**config.mk**
```make
export PLATFORM = sky130hd
export DESIGN_NAME = alu_uart_if
export DESIGN_NICKNAME = d
export VERILOG_FILES = /design/src/rtl/alu_pkg.sv /design/src/rtl/alu_if_timer.sv /design/src/rtl/alu_uart_if.sv
export SDC_FILE = /design/constraint.sdc
export NUM_CORES = 1
export LEC_CHECK = 0
export ABC_AREA = 1
export BUFFER_PORTS_ARGS = -buffer_cell sky130_fd_sc_hd__buf_2
export CELL_PAD_IN_SITES_DETAIL_PLACEMENT = 2
export CELL_PAD_IN_SITES_GLOBAL_PLACEMENT = 2
export CORE_AREA = 8 8 81 83
export CTS_BUF_LIST = sky130_fd_sc_hd__clkbuf_8
export CTS_CLUSTER_DIAMETER = 200
export CTS_CLUSTER_SIZE = 25
export DETAILED_ROUTE_END_ITERATION = 7
export DIE_AREA = 0 0 89 91
export GPL_TIMING_DRIVEN = 0
export PLACE_DENSITY = 0.77
export SYNTH_ARGS = -nofsm -noshare
export SYNTH_HDL_FRONTEND = slang
export SYNTH_HIERARCHICAL = 1
export SYNTH_SLANG_ARGS = --single-unit
export TNS_END_PERCENT = 30
```
**constraint.sdc**
```tcl
create_clock -name i_clk -period 1.2 [get_ports i_clk]
set_input_delay 0.24 -clock i_clk [delete_from_list [all_inputs] [get_ports i_clk]]
set_output_delay 0.24 -clock i_clk [all_outputs]
set_load 0.02 [all_outputs]
```
**src/rtl/alu_pkg.sv**
```systemverilog
// Shared ALU definitions: data/opcode widths, the eight opcode encodings and a
// legality check. Used by the ALU and by the UART command front-end.
package alu_pkg;

    localparam int NB_DATA = 8;
    localparam int NB_OP   = 6;

    localparam logic [NB_OP-1:0] OP_ADD = 6'b100000;
    localparam logic [NB_OP-1:0] OP_SUB = 6'b100010;
    localparam logic [NB_OP-1:0] OP_AND = 6'b100100;
    localparam logic [NB_OP-1:0] OP_OR  = 6'b100101;
    localparam logic [NB_OP-1:0] OP_XOR = 6'b100110;
    localparam logic [NB_OP-1:0] OP_SRA = 6'b000011;
    localparam logic [NB_OP-1:0] OP_SRL = 6'b000010;
    localparam logic [NB_OP-1:0] OP_NOR = 6'b100111;

    // True when the opcode is one the ALU implements.
    function automatic logic is_legal_op(input logic [NB_OP-1:0] op);
        logic legal;
        case (op)
            OP_ADD, OP_SUB, OP_AND, OP_OR,
            OP_XOR, OP_SRA, OP_SRL, OP_NOR: legal = 1'b1;
            default:                        legal = 1'b0;
        endcase
        return legal;
    endfunction

endpackage

```
**src/rtl/alu_if_timer.sv**
```systemverilog
// Inter-byte timeout counter for alu_uart_if (instantiated only when
// ALU_IF_TIMEOUT_EN is defined). Counts while enabled, clears on a byte or
// when disabled, and flags expiry on the last count unless a byte arrives.
module alu_if_timer #(
    parameter int TIMEOUT_CYCLES = 1000000
) (
    input  logic clk,
    input  logic rst,
    input  logic clr,
    input  logic en,
    output logic expired
);

    localparam int CW = (TIMEOUT_CYCLES > 2) ? $clog2(TIMEOUT_CYCLES) : 1;
    localparam logic [CW-1:0] LAST = CW'(TIMEOUT_CYCLES - 1);

    logic [CW-1:0] count;

    // Count idle cycles while waiting inside a frame; restart on each byte.
    always_ff @(posedge clk) begin
        if (rst || clr || !en) begin
            count <= '0;
        end else begin
            count <= count + 1'b1;
        end
    end

    // A byte in the expiry cycle wins over the timeout.
    assign expired = en && !clr && (count == LAST);

endmodule

```
**src/rtl/alu_uart_if.sv**
```systemverilog
// UART-to-ALU command front-end. Collects a frame {A, B, opcode} from the RX
// byte stream, rejects illegal opcodes, pulses the ALU, and sends the one-byte
// result to the TX core. Optional macro ALU_IF_TIMEOUT_EN adds an inter-byte
// timeout that discards partial frames; without it o_timeout is tied 0.
//
// Handshakes: i_rx_done / i_tx_done / o_tx_start / o_alu_valid are one-cycle
// pulses with no back-pressure. o_tx_data is valid from o_tx_start until
// i_tx_done; ALU operands stay stable until the next frame overwrites them.
module alu_uart_if
    import alu_pkg::*;
#(
    parameter int NB_DATA        = alu_pkg::NB_DATA,
    parameter int NB_OP          = alu_pkg::NB_OP,
    parameter int TIMEOUT_CYCLES = 1000000
) (
    input  logic               i_clk,
    input  logic               i_rst,
    input  logic [7:0]         i_rx_data,
    input  logic               i_rx_done,
    input  logic               i_tx_done,
    output logic               o_tx_start,
    output logic [7:0]         o_tx_data,
    output logic               o_alu_valid,
    output logic [NB_DATA-1:0] o_alu_datoA,
    output logic [NB_DATA-1:0] o_alu_datoB,
    output logic [NB_OP-1:0]   o_alu_operation,
    input  logic [NB_DATA-1:0] i_alu_result,
    output logic               o_err,
    output logic               o_timeout
);

    if (NB_DATA != 8) begin : g_bad_width
        $error("alu_uart_if: NB_DATA must be 8 (one UART byte)");
    end
    if (NB_OP != alu_pkg::NB_OP) begin : g_bad_op
        $error("alu_uart_if: NB_OP must match the ALU opcode width");
    end
    if (TIMEOUT_CYCLES < 2) begin : g_bad_timeout
        $error("alu_uart_if: TIMEOUT_CYCLES must be at least 2");
    end

    typedef enum logic [2:0] {
        WAIT_A  = 3'd0,
        WAIT_B  = 3'd1,
        WAIT_OP = 3'd2,
        EXEC    = 3'd3,
        WAIT_TX = 3'd4
    } state_t;

    state_t             state, state_nx;
    logic [NB_DATA-1:0] a_nx, b_nx;
    logic [NB_OP-1:0]   op_nx;
    logic [7:0]         tx_data_nx;
    logic               alu_valid_nx, tx_start_nx, err_nx, timeout_nx;
    logic               expired;

`ifdef ALU_IF_TIMEOUT_EN
    alu_if_timer #(
        .TIMEOUT_CYCLES(TIMEOUT_CYCLES)
    ) u_timer (
        .clk    (i_clk),
        .rst    (i_rst),
        .clr    (i_rx_done),
        .en     ((state == WAIT_B) || (state == WAIT_OP)),
        .expired(expired)
    );
`else
    assign expired = 1'b0;
`endif

    // State register and registered outputs; reset abandons any frame.
    always_ff @(posedge i_clk) begin
        if (i_rst) begin
            state           <= WAIT_A;
            o_alu_datoA     <= '0;
            o_alu_datoB     <= '0;
            o_alu_operation <= '0;
            o_tx_data       <= '0;
            o_alu_valid     <= 1'b0;
            o_tx_start      <= 1'b0;
            o_err           <= 1'b0;
            o_timeout       <= 1'b0;
        end else begin
            state           <= state_nx;
            o_alu_datoA     <= a_nx;
            o_alu_datoB     <= b_nx;
            o_alu_operation <= op_nx;
            o_tx_data       <= tx_data_nx;
            o_alu_valid     <= alu_valid_nx;
            o_tx_start      <= tx_start_nx;
            o_err           <= err_nx;
            o_timeout       <= timeout_nx;
        end
    end

    // Next-state and next-output decode; bytes outside WAIT_A/B/OP are dropped.
    always_comb begin
        state_nx     = state;
        a_nx         = o_alu_datoA;
        b_nx         = o_alu_datoB;
        op_nx        = o_alu_operation;
        tx_data_nx   = o_tx_data;
        alu_valid_nx = 1'b0;
        tx_start_nx  = 1'b0;
        err_nx       = 1'b0;
        timeout_nx   = 1'b0;
        case (state)
            WAIT_A: begin
                if (i_rx_done) begin
                    a_nx     = i_rx_data;
                    state_nx = WAIT_B;
                end
            end
            WAIT_B: begin
                if (i_rx_done) begin
                    b_nx     = i_rx_data;
                    state_nx = WAIT_OP;
                end else if (expired) begin
                    timeout_nx = 1'b1;
                    state_nx   = WAIT_A;
                end
            end
            WAIT_OP: begin
                if (i_rx_done) begin
                    op_nx = i_rx_data[NB_OP-1:0];
                    if (is_legal_op(i_rx_data[NB_OP-1:0])) begin
                        alu_valid_nx = 1'b1;
                        state_nx     = EXEC;
                    end else begin
                        err_nx   = 1'b1;
                        state_nx = WAIT_A;
                    end
                end else if (expired) begin
                    timeout_nx = 1'b1;
                    state_nx   = WAIT_A;
                end
            end
            EXEC: begin
                tx_data_nx  = i_alu_result;
                tx_start_nx = 1'b1;
                state_nx    = WAIT_TX;
            end
            WAIT_TX: begin
                if (i_tx_done) begin
                    state_nx = WAIT_A;
                end
            end
            default: state_nx = WAIT_A;
        endcase
    end

endmodule

```
Yosys cells after proc, flatten, opt, wreduce, memory -nomap -nowiden:

Index checks and enable logic that the tools add are counted.

* reduce and logical (&&, ||, !) cells: 7
* mux-type cells: 12
* equal/unequal tests: 16
* bitwise operators: 2

Operators by type and width (number)
* 6-bit == test (second input constant): 6
* 3-bit one-hot mux with 5 select lines: 1
* 6-bit by 2-bit == test with 1-bit output (second input constant): 2
* 3-bit two-way mux: 4
* 2-bit != test (second input constant): 4
* 8-bit OR reduction: 1
* 3-bit by 2-bit == test with 1-bit output (second input constant): 2
* 1-bit two-way mux: 6
* 2-bit AND reduction: 3
* 4-bit AND reduction: 1
* 3-bit by 1-bit == test with 1-bit output (second input constant): 1
* 3-bit == test (second input constant): 1
* 3-bit zero test: 1
* 3-bit OR reduction: 1
* 2-bit two-way mux: 1
* 1-bit NOT: 2

* word-level logic and storage cells: 45
* input bits: 20
* flip-flop bits (word level): 36
* output and inout bits: 34

Depth between registers and ports, before layout:

Gate-level depths: netlist of run 1.

* depth after elaboration: 8
* mapped depth: 7
* gate-level depth less buffers: 7

Worst setup path after synthesis of run 1:

No wires, ideal clock.

* kind: reg-to-reg
* from: reg state[0]
* to: reg o_alu_datoB[0]
* setup slack: 0.067 ns
* clock period less this slack: 1.133 ns
* stages on the path, launching flop included: 6
* setup time: 0.132 ns
* arrival time: 1.001 ns
* buffers on the path: 0
* required time: 1.068 ns
* cell sequence: dfxtp_1 inv_1 nor3_4 nand2_2 nand2_1 a21oi_1

* longest elaborated chain between the ends: 2

RTL lines
* start, declared: line alu_uart_if.sv:50 `state_t state, state_nx;`
* start signal, assigned: line alu_uart_if.sv:84 `state <= state_nx;`
* 3-bit by 1-bit == test with 1-bit output: line alu_uart_if.sv:107 `case (state)`
* 2-bit AND reduction (no line)
* end signal, assigned: line alu_uart_if.sv:86 `o_alu_datoB <= b_nx;`
* end, declared: line alu_uart_if.sv:25 `output logic [NB_DATA-1:0] o_alu_datoB,`

No other way between the ends.
A chain may end at the register's enable or synchronous reset.

Final worst setup path of run 1:

* from: reg state[1]
* to: reg o_alu_operation[1]

* longest elaborated chain between the ends: 2

RTL lines
* 3-bit by 2-bit == test with 1-bit output: line alu_uart_if.sv:107
* 2-bit AND reduction (no line)
* end signal, assigned: line alu_uart_if.sv:87 `o_alu_operation <= op_nx;`
* end, declared: line alu_uart_if.sv:26 `output logic [NB_OP-1:0] o_alu_operation,`

No other way between the ends.

==> summary.md, run 1 <==
| Metric | Value |
|---|---|
| Status | finished, violations left |
| Violated checks | setup timing |
| Net Count, Synth | 194 |
| Critical path buffer and inverter count | 3 |
| Area grow syn2layout | 45.5% |
| Final setup margin | -0.0307 ns |
| Clock skew | 0.00932 ns |
| Die Ht | 91 um |
| LEAKAGE | 0.000949 uW |
| H-Tree Depth | 2 |
| Row count | 27 |
| Fillcell total | 647 |
| Floorplan core area | 5340 um2 |
| CP endpoint kind | flop |
| Clk Latency, worst-skew pair | 0.30 ns |
| Post-synth EDFFs | 0 |
| PnR Total Power | 3300 uW |
| Post-synth top area share | 52.4% |
| Detail Route Antenna Nets | 0 |
| Synthesis Warnings | 6 |
| Largest net degree at the start of global routing | 13 |
| Cell area after synthesis | 1380 um2 |
| Max FO, Critical Path | 6 |
| GRT Util Overall | 12.0% |
| WL met3 | 561 um |
| Dominant synthesized flop cell | dfxtp_1 |
| Routed via count | 1392 |
| Pre-antenna DRT Iters | 3 |
| Final wirelength | 4790 um |
| Tcrit/Tclk final | 103% |
| Max-cap violations | 0 |
| RSZ-0062 raised after global routing | yes |
| DIE WIDTH | 89 um |
| Initial DRC count | 71 |
| Synth Instances | 174 |
| GP Congestion | 0.725 |
| DR WL/cell | 15.3 um |
| Max Root-Sink Buffers | 2 |
| Dpl hpwl | 3490 um |
| Worst min path class | in -> reg |
| Pwr/cell area | 1650 nW/um2 |
| Vias in the first global route | 1557 |
| Avg Cell Area, Syn | 7.91 um2 |
| Max Clock Freq | 813 MHz |
| Initial antenna violation count | 0 |
| CTS Hold Bufs | 0 |
| Final worst path period need | 1.23 ns |
| Final setup viols | 7 |
| Critical Path RT | 1.43 ns |
| Final Max Tran Viols | 0 |
| Ranking of synthesized cells by area | dfxtp_1 (52%), a21oi_1 (9.1%), o21ai_0 (6.5%) |
| Dpl ws | -0.201 ns |
| CP top delay family | flip-flops |
| Setup crit start kind | flop |
| Register area | 732 um2 |
| Most common cell in the netlist | dfxtp_1 |
| GRT overflow | 0 |
| Synth unique cells | 22 |
| Root Driver | clkbuf_8 |
| # DRC | 0 |
| Final count of hold timing violations | 0 |
| Register area share after synthesis | 52.4% |
| TritonCTS Buffers | 5 |
| Setup CP Type | reg -> reg |
| Seq cells post-synth | 36 |
| Hold_ws | 0.164 ns |
| Multi-input gate area | 579 um2 |
| Peak VDD IR | 484 uV |
| First-pass GRT wire length | 7520 um |
| ANT cells | 0 |
| Clock sink total | 36 |
| Ports | 54 |
| Starting Density | 25.8% |
| Crit path max-delay cell type | dfxtp_4 |
| Clock slew at reported path FFs | 0.07 ns |
| Final setup TNS | -0.105 ns |
| Share of layout cells above drive strength 1 | 38.2% |
| Worst-path cell chain | inv_4 -> nor3_4 -> nand2_2 -> inv_2 -> buf_6 -> nand2_2 -> a21oi_2 |
| Cell taking the most area after synthesis | dfxtp_1 |
| Ys async rst share | 0% |
| Full die area | 8100 um2 |
| Port buffer count | 52 |
| Worst stage delay on the critical path | 0.39 ns |
| Most frequent cells after synthesis | dfxtp_1 (36), a21oi_1 (25), nand2_1 (24), nor2_1 (24), o21ai_0 (18) |
| CP dominant cell by count | nand2_2 |
| Nets | 260 |
| Max Used Layer | met4 |
| DR vias/cell | 4.45 |
| Wl on met1 | 1990 um |
| CTS tree | yes |
| Metal2 WL | 2180 um |
| Crit path DAT | 1.46 ns |
final timing paths:
| path | start | to | slack (ns) | depth (start not counted) |
|---|---|---|---|---|
| setup / recovery | state[1]$_SDFFE_PP0P_ | o_alu_operation[1]$_SDFFE_PP0P_ | -0.03 | 7 |
| hold / removal | i_alu_result[0] | o_tx_data[0]$_SDFFE_PP0P_ | 0.16 | 3 |
| setup reg to reg | state[1]$_SDFFE_PP0P_ | o_alu_operation[1]$_SDFFE_PP0P_ | -0.03 | 7 |
| hold reg to reg | o_alu_datoA[1]$_SDFFE_PP0P_ | o_alu_datoA[1]$_SDFFE_PP0P_ | 0.45 | 2 |
per-stage QoR:
step / utilization (%) / cells / instance area [um2]
floorplan: - / 174 / 1380
global placement: 32.3 / 298 / 1730
detailed placement: 32.3 / 298 / 1730
CTS: 36.3 / 308 / 1940
global route: 37.5 / 313 / 2000
finish: 37.5 / 313 / 2000
per-layer routing:
layer  GRT usage [%]  vias up
met5               0        -
met4            3.33        0
met3            7.48        6
met2            19.2       44
met1            12.8      651
li1                -      691
state kept, by name, indices dropped and copies added (netlist names):
name / flops
o_tx_start: 1
o_alu_datoA: 8
o_tx_data: 8
o_alu_operation: 6
o_alu_datoB: 8
state: 3
o_err: 1
o_alu_valid: 1
where the power goes:
part,internal (uW),leakage (uW),switching [uW],total (uW)
clock,1040,0.0000784,463,1500
sequential,1270,0.000295,46.7,1310
combinational,180,0.000575,306,486
total,2480,0.000949,816,3300
repair_timing:
| item | 4_1_cts | 5_1_grt |
|---|---|---|
| endpoints found under the hold margin | 0 | 0 |
| setup endpoints to repair | 30 | 27 |
| resized for setup | 14 | 9 |
| cloned | 0 | 1 |
| pin swaps | 2 | 10 |
| setup buffers | 2 | 4 |
cells in the final DEF, fill, tap and decap left out, drive strengths merged:
master and instances:
nand2 26, buf 64, dfxtp 36, nor2 25, inv 18, conb 1
nand3 12, a21oi 26, nor3 2, clkbuf 7, bufinv 3, o21ai 21
logic make-up after synthesis:
| family | Yosys count | share of synthesized area, % |
|---|---|---|
| other cells | 1 | 0.272 |
| buf+inv | 25 | 8.27 |
| simple gates | 65 | 21.5 |
| flops | 36 | 52.4 |
| compound gates | 47 | 17.6 |
tightest hold or removal path, cell delays in order:
cell    delay (ns)
buf_2         0.07
nor2_1        0.03
nor2_1        0.08
area by class of cell:
| class | count | share of cell area, % |
|---|---|---|
| clock inverter | 3 | 4.50 |
| buffer | 7 | 2.31 |
| tap | 72 | 4.50 |
| sequential | 36 | 36.6 |
| timing repair buffer | 59 | 16.0 |
| inverter | 18 | 3.75 |
| multi-input combinational | 113 | 28.9 |
| clock buffer | 5 | 3.44 |
Note: power is estimated with default switching activity, not from simulation.
==> inputs of run 2 (changes only) <==
--- a/config.mk
+++ b/config.mk
@@ -21,4 +21,3 @@
 export SYNTH_HDL_FRONTEND = slang
 export SYNTH_HIERARCHICAL = 1
 export SYNTH_SLANG_ARGS = --single-unit
-export TNS_END_PERCENT = 30
==> summary.md, run 2 (same netlist as run 1, synthesis figures left out) <==
| Metric | Value |
|---|---|
| Max Clock Freq | 812 MHz (about the same) |
| # DRC | 0 (unchanged) |
| Worst Hold Depth | 3 (unchanged) |
| CP endpoint kind | flop |
| Setup CP Type | reg -> reg |
| Reg2reg path depth | 7 (unchanged) |
| Area grow syn2layout | 46.2% |
| Seq pwr share | 39.7% (about the same) |
| Final setup viols | 7 (unchanged) |
| Ports | 54 (unchanged) |
| CTS tree | yes |
| Placed cells | 298 (unchanged) |
| GRT overflow | 0 (unchanged) |
| H-Tree Depth | 2 (unchanged) |
| Max FO, Critical Path | 6 (unchanged) |
| Final wirelength | 4790 um (about the same) |
| Final count of hold timing violations | 0 (unchanged) |
| Final std cells w/o fill | 313 (unchanged) |
| Share of layout cells above drive strength 1 | 39.0% (+0.83 points) |
| Most frequent cells in the layout | buf_2 (53), dfxtp_1 (33), a21oi_1 (23), nor2_1 (23), nand2_1 (22) |
| Detail Route Antenna Nets | 0 (unchanged) |
| Die Ht | 91 um (unchanged) |
| Port buffer count | 52 (unchanged) |
| Setup crit start kind | flop |
| First-pass GRT wire length | 7520 um (unchanged) |
| Critical Path RT | 1.43 ns (about the same) |
| DIE WIDTH | 89 um (unchanged) |
| Pwr/cell area | 1640 nW/um2 (-0.34%) |
| GRT Util Overall | 12.0% (unchanged) |
| Clock sink total | 36 (unchanged) |
| LEAKAGE | 0.000949 uW (about the same) |
| Initial DRC count | 54 (-24%) |
| Peak VDD IR | 484 uV (about the same) |
| CTS Hold Bufs | 0 (unchanged) |
| Initial antenna violation count | 0 (unchanged) |
| DR vias/cell | 4.45 (about the same) |
| Pre-antenna DRT Iters | 3 (unchanged) |
| Final worst path period need | 1.23 ns (+0.000465 ns) |
| Starting Density | 25.8% (unchanged) |
| Max Root-Sink Buffers | 2 (unchanged) |
| Clk Latency, worst-skew pair | 0.30 ns (about the same) |
| Violated checks | setup timing |
| Full die area | 8100 um2 (unchanged) |
| Commonest non-fill, non-tap cell in the layout | buf_2 |
| Largest regs | o_alu_datoA (8), o_alu_datoB (8), o_tx_data (8) |
| Tcrit/Tclk final | 103% (about the same) |
| Final Max Tran Viols | 0 (unchanged) |
| Root Driver | clkbuf_8 |
| Vias in the first global route | 1557 (unchanged) |
| Status | finished, violations left |
| NetSw | 821 uW (+0.56%) |
| TritonCTS Buffers | 5 (unchanged) |
| Combinational fraction of design power | 14.8% (about the same) |
| RSZ-0062 raised after global routing | yes |
| Final Util | 37.7% (+0.19 points) |
| Crit path DAT | 1.46 ns (about the same) |
| ANT cells | 0 (unchanged) |
| DR WL/cell | 15.3 um (about the same) |
| Nets | 260 (unchanged) |
| Clock slew at reported path FFs | 0.07 ns (about the same) |
| Internal power | 2490 uW (about the same) |
| GP Congestion | 0.725 (unchanged) |
| Final setup margin | -0.0311 ns (-0.000465 ns) |
| Max-cap violations | 0 (unchanged) |
| Clock power share | 45.5% (about the same) |
| Row count | 27 (unchanged) |
| Dpl hpwl | 3490 um (unchanged) |
| Floorplan core area | 5340 um2 (unchanged) |
| Largest net degree at the start of global routing | 13 (unchanged) |
| Worst min path class | in -> reg |
| Sw Share | 24.8% (+0.098 points) |
| Clock skew | 0.0106 ns (+0.00126 ns) |
| Routed via count | 1393 (+0.072%) |
| Dpl ws | -0.201 ns (unchanged) |
run 2: cell counts in the layout (fill, tap and decap cells not counted):
No cell type changed its count.
run 2: area by class of cell:
| type | instances | area (um2) |
|---|---|---|
| repair buffers | 59 | 320 |
| plain buffers | 7 | 46.3 |
| flip-flops and latches | 36 | 732 |
| well taps | 72 | 90.1 |
| inverters | 18 | 75.1 |
| multi-input cells | 113 | 589 |
| fillers | 646 | 3330 |
| clock buffers | 5 | 68.8 |
| clock inverters | 3 | 90.1 |
run 2: power groups by stage:
| stage | registers, uW | clock network, uW | logic [uW] |
|---|---|---|---|
| final | 1310 | 1500 | 490 |
| after global placement | 1330 | 0 | 426 |
| after CTS | 1310 | 1540 | 466 |
| after detailed placement | 1340 | 0 | 436 |
| after global routing | 1320 | 1590 | 541 |
| after floorplan | 1410 | 0 | 185 |
run 2: through the flow:
step                area [um2]  setup TNS [ns]  hold WS, ns  power [uW]
global placement          1730           -2.87        0.434        1760
floorplan                 1380               0        0.309        1600
detailed placement        1730           -3.38        0.439        1770
global route              2010           -1.16        0.164        3450
CTS                       1940               0        0.166        3320
finish                    2010          -0.119        0.165        3310
run 2: worst paths after layout:
kind                                from                         endpoint  slack [ns]
max reg2reg        state[1]$_SDFFE_PP0P_  o_alu_operation[1]$_SDFFE_PP0P_       -0.03
min reg2reg  o_alu_datoA[1]$_SDFFE_PP0P_      o_alu_datoA[1]$_SDFFE_PP0P_        0.45
min                      i_alu_result[0]        o_tx_data[0]$_SDFFE_PP0P_        0.16
max                state[1]$_SDFFE_PP0P_  o_alu_operation[1]$_SDFFE_PP0P_       -0.03
run 2: worst max-delay path, cell delays in order, from the launching register on:
cell and delay [ns]:
dfxtp_4 0.39, inv_4 0.04, nor3_4 0.22, nand2_2 0.11
inv_2 0.08, buf_6 0.12, nand2_2 0.06, a21oi_2 0.13
run 2: routing by layer:
metal | global-route usage (%) | vias to the layer above | wire length (um)
li1 | - | 689 | -
met3 | 7.48 | 6 | 562
met1 | 12.8 | 654 | 1990
met2 | 19.2 | 44 | 2180
met4 | 3.33 | 0 | 55
met5 | 0 | - | 0
run 2: what timing repair did:
action / in CTS / in global routing
setup endpoints to repair: 30 / 27
gates resized for setup: 14 / 11
gates cloned: 0 / 1
buffers inserted: 2 / 4
pin swaps: 2 / 10
==> inputs of run 3 (changes only) <==
--- a/config.mk
+++ b/config.mk
@@ -5,18 +5,17 @@
 export SDC_FILE = /design/constraint.sdc
 export NUM_CORES = 1
 export LEC_CHECK = 0
-export ABC_AREA = 1
 export BUFFER_PORTS_ARGS = -buffer_cell sky130_fd_sc_hd__buf_2
 export CELL_PAD_IN_SITES_DETAIL_PLACEMENT = 2
 export CELL_PAD_IN_SITES_GLOBAL_PLACEMENT = 2
-export CORE_AREA = 8 8 81 83
+export CORE_AREA = 8 8 79 81
 export CTS_BUF_LIST = sky130_fd_sc_hd__clkbuf_8
 export CTS_CLUSTER_DIAMETER = 200
 export CTS_CLUSTER_SIZE = 25
 export DETAILED_ROUTE_END_ITERATION = 7
-export DIE_AREA = 0 0 89 91
+export DIE_AREA = 0 0 87 89
 export GPL_TIMING_DRIVEN = 0
-export PLACE_DENSITY = 0.77
+export PLACE_DENSITY = 0.76
 export SYNTH_ARGS = -nofsm -noshare
 export SYNTH_HDL_FRONTEND = slang
 export SYNTH_HIERARCHICAL = 1
==> summary.md, run 3 <==
| Metric | Value |
|---|---|
| Final wirelength | 4880 um (+1.7%) |
| Critical Path RT | 1.37 ns (-0.06 ns) |
| CP endpoint kind | flop |
| PnR Total Power | 2590 uW (-22%) |
| Max Clock Freq | 769 MHz (-5.3%) |
| Post-synth EDFFs | 0 (unchanged) |
| Peak VDD IR | 688 uV (+42%) |
| TritonCTS Buffers | 5 (unchanged) |
| Final setup margin | -0.101 ns (-0.0695 ns) |
| Commonest non-fill, non-tap cell in the layout | buf_2 |
| Vias in the first global route | 1482 (-4.8%) |
| Synthesis Warnings | 6 (unchanged) |
| Synth Instances | 139 (-20%) |
| Dominant synthesized flop cell | dfxtp_1 |
| Worst slew pin tran | 0.519 ns |
| Worst-path cell chain | and4bb_2 -> buf_8 -> mux2i_1 -> nor2_1 |
| CTS tree | yes |
| Seq cells post-synth | 36 (unchanged) |
| Starting Density | 28.0% (+2.2 points) |
| Ports | 54 (unchanged) |
| LEAKAGE | 0.000934 uW (-1.6%) |
| Clk Latency, worst-skew pair | 0.29 ns (about the same) |
| Root Driver | clkbuf_8 |
| Initial DRC count | 17 (-69%) |
| Tcrit/Tclk final | 108% (+5.8 points) |
| Final worst path period need | 1.30 ns (+0.0695 ns) |
| Area grow syn2layout | 44.9% |
| GRT Util Overall | 12.3% (+0.34 points) |
| Clock sink total | 36 (unchanged) |
| CTS Hold Bufs | 0 (unchanged) |
| Register area share after synthesis | 51.8% (-0.57 points) |
| H-Tree Depth | 2 (unchanged) |
| DR vias/cell | 4.53 (+1.8%) |
| Cell area after synthesis | 1390 um2 (+1.1%) |
| Pre-antenna DRT Iters | 4 (+1) |
| Share of layout cells above drive strength 1 | 47.8% (+8.8 points) |
| Max-cap violations | 0 (unchanged) |
| Most frequent cells in the layout | buf_2 (51), dfxtp_1 (33), nor2_1 (23), mux2i_1 (21), buf_4 (10) |
| First-pass GRT wire length | 7400 um (-1.6%) |
| Largest regs | o_alu_datoA (8), o_alu_datoB (8), o_tx_data (8) |
| Max FO, Critical Path | 8 (+2) |
| DR WL/cell | 17.6 um (+15%) |
| Clock slew at reported path FFs | 0.08 ns (about the same) |
| Worst min path class | in -> reg |
| Fillcell total | 548 (-15%) |
| Most common cell in the netlist | dfxtp_1 |
| Setup CP Type | reg -> reg |
| Net Count, Synth | 159 (-18%) |
| Largest net degree at the start of global routing | 13 (unchanged) |
| Max Root-Sink Buffers | 2 (unchanged) |
| Avg Cell Area, Syn | 10.0 um2 (+27%) |
| Worst stage delay on the critical path | 0.38 ns (about the same) |
| Dpl hpwl | 3350 um (-4.3%) |
| Clock skew | 0.00896 ns (-0.00162 ns) |
| Pwr/cell area | 1280 nW/um2 (-22%) |
| Post-synth top area share | 51.8% (-0.57 points) |
| Floorplan core area | 4980 um2 (-6.8%) |
| Port buffer count | 51 (-1.9%) |
| # DRC | 0 (unchanged) |
| Cell taking the most area after synthesis | dfxtp_1 |
| Final setup TNS | -1.19 ns (-1.07 ns) |
| Most frequent cells after synthesis | dfxtp_1 (36), nor2_1 (24), mux2i_1 (22) |
| Initial antenna violation count | 0 (unchanged) |
| Final Max Tran Viols | 0 (unchanged) |
| Status | finished, violations left |
| Row count | 26 (-3.7%) |
| Final count of hold timing violations | 0 (unchanged) |
| Violated checks | setup timing |
| Hold_ws | 0.186 ns (+0.0214 ns) |
| Full die area | 7740 um2 (-4.4%) |
| Final setup viols | 24 (+17) |
| Nets | 226 (-13%) |
| Ys async rst share | 0% (unchanged) |
| GP Congestion | 0.758 (+4.6%) |
| Setup crit start kind | flop |
| Dpl ws | -0.146 ns (+0.0547 ns) |
| Headroom to the max-slew limit | 65.4% |
| Ranking of synthesized cells by area | dfxtp_1 (52%), mux2i_1 (16%), nor2_1 (6.5%) |
| Die Ht | 89 um (-2.2%) |
| Routed via count | 1255 (-9.9%) |
| Detail Route Antenna Nets | 0 (unchanged) |
| GRT overflow | 0 (unchanged) |
| Final Util | 40.5% (+2.8 points) |
| Crit path DAT | 1.47 ns (about the same) |
| Synth unique cells | 24 (+9.1%) |
| ANT cells | 0 (unchanged) |
| DIE WIDTH | 87 um (-2.2%) |
| Crit path max-delay cell type | dfxtp_4 |
| RSZ-0062 raised after global routing | yes |
run 3: repair_timing:
action / in CTS / in global routing
resized for setup: 15 / 18
setup endpoints to repair: 32 / 27
cloned: 0 / 1
pin swaps: 10 / 7
setup buffers: 5 / 5
run 3: worst paths after layout:
check                               from                          end  slack [ns]  cells after the start
max                state[1]$_SDFFE_PP0P_  o_alu_datoB[1]$_SDFFE_PP0P_       -0.10                      4
min                      i_alu_result[2]    o_tx_data[2]$_SDFFE_PP0P_        0.19                      3
min reg2reg  o_alu_datoA[3]$_SDFFE_PP0P_  o_alu_datoA[3]$_SDFFE_PP0P_        0.47                      2
max reg2reg        state[1]$_SDFFE_PP0P_  o_alu_datoB[1]$_SDFFE_PP0P_       -0.10                      4
run 3: cell families (layout without fill, tap and decap cells):
logic type | after synthesis | in the layout | synth area share (%)
AO/OA/AOI/OAI | 15 | 15 | 6.75
buffers and inverters | 10 | 78 | 4.41
flip-flops | 36 | 36 | 51.8
multiplexers | 22 | 22 | 15.8
other | 1 | 1 | 0.270
AND/OR/NAND/NOR | 55 | 55 | 21.0
run 3: final cells by class:
| type | count | area (um2) | share of cell area (%) |
|---|---|---|---|
| Sequential cell | 36 | 732 | 36.3 |
| Timing Repair Buffer | 62 | 354 | 17.6 |
| Buffer | 8 | 63.8 | 3.17 |
| Multi-Input combinational cell | 93 | 682 | 33.8 |
| Tap cell | 70 | 87.6 | 4.35 |
| Clock buffer | 6 | 82.6 | 4.10 |
| Clock inverter | 2 | 13.8 | 0.683 |
run 3: per-stage QoR:
stage / cell area [um2] / cells
2_1_floorplan: 1400 / 139
3_5_place_dp: 1740 / 260
4_1_cts: 1890 / 271
6_report: 2020 / 277
3_3_place_gp: 1740 / 260
5_1_grt: 2020 / 277
run 3: where the power goes:
| part | internal (uW) | switching [uW] |
|---|---|---|
| sequential | 1240 | 35.4 |
| clock | 469 | 452 |
| combinational | 174 | 221 |
| total | 1880 | 708 |
run 3: worst max-delay path: cells and delay by family, from the launching register on:
| kind | cells | cell delay, ns |
|---|---|---|
| buffers and inverters | 1 | 0.16 |
| DFF | 1 | 0.38 |
| muxes | 1 | 0.25 |
| and+or+nand+nor | 2 | 0.39 |
run 3: routing by layer:
metal | global-route usage (%) | part of all wire, % | wire (um)
met5 | 0 | 0 | 0
met4 | 5.16 | 1.6 | 80
met3 | 3.31 | 4.1 | 199
met2 | 22.7 | 54 | 2620
met1 | 13.0 | 40 | 1970
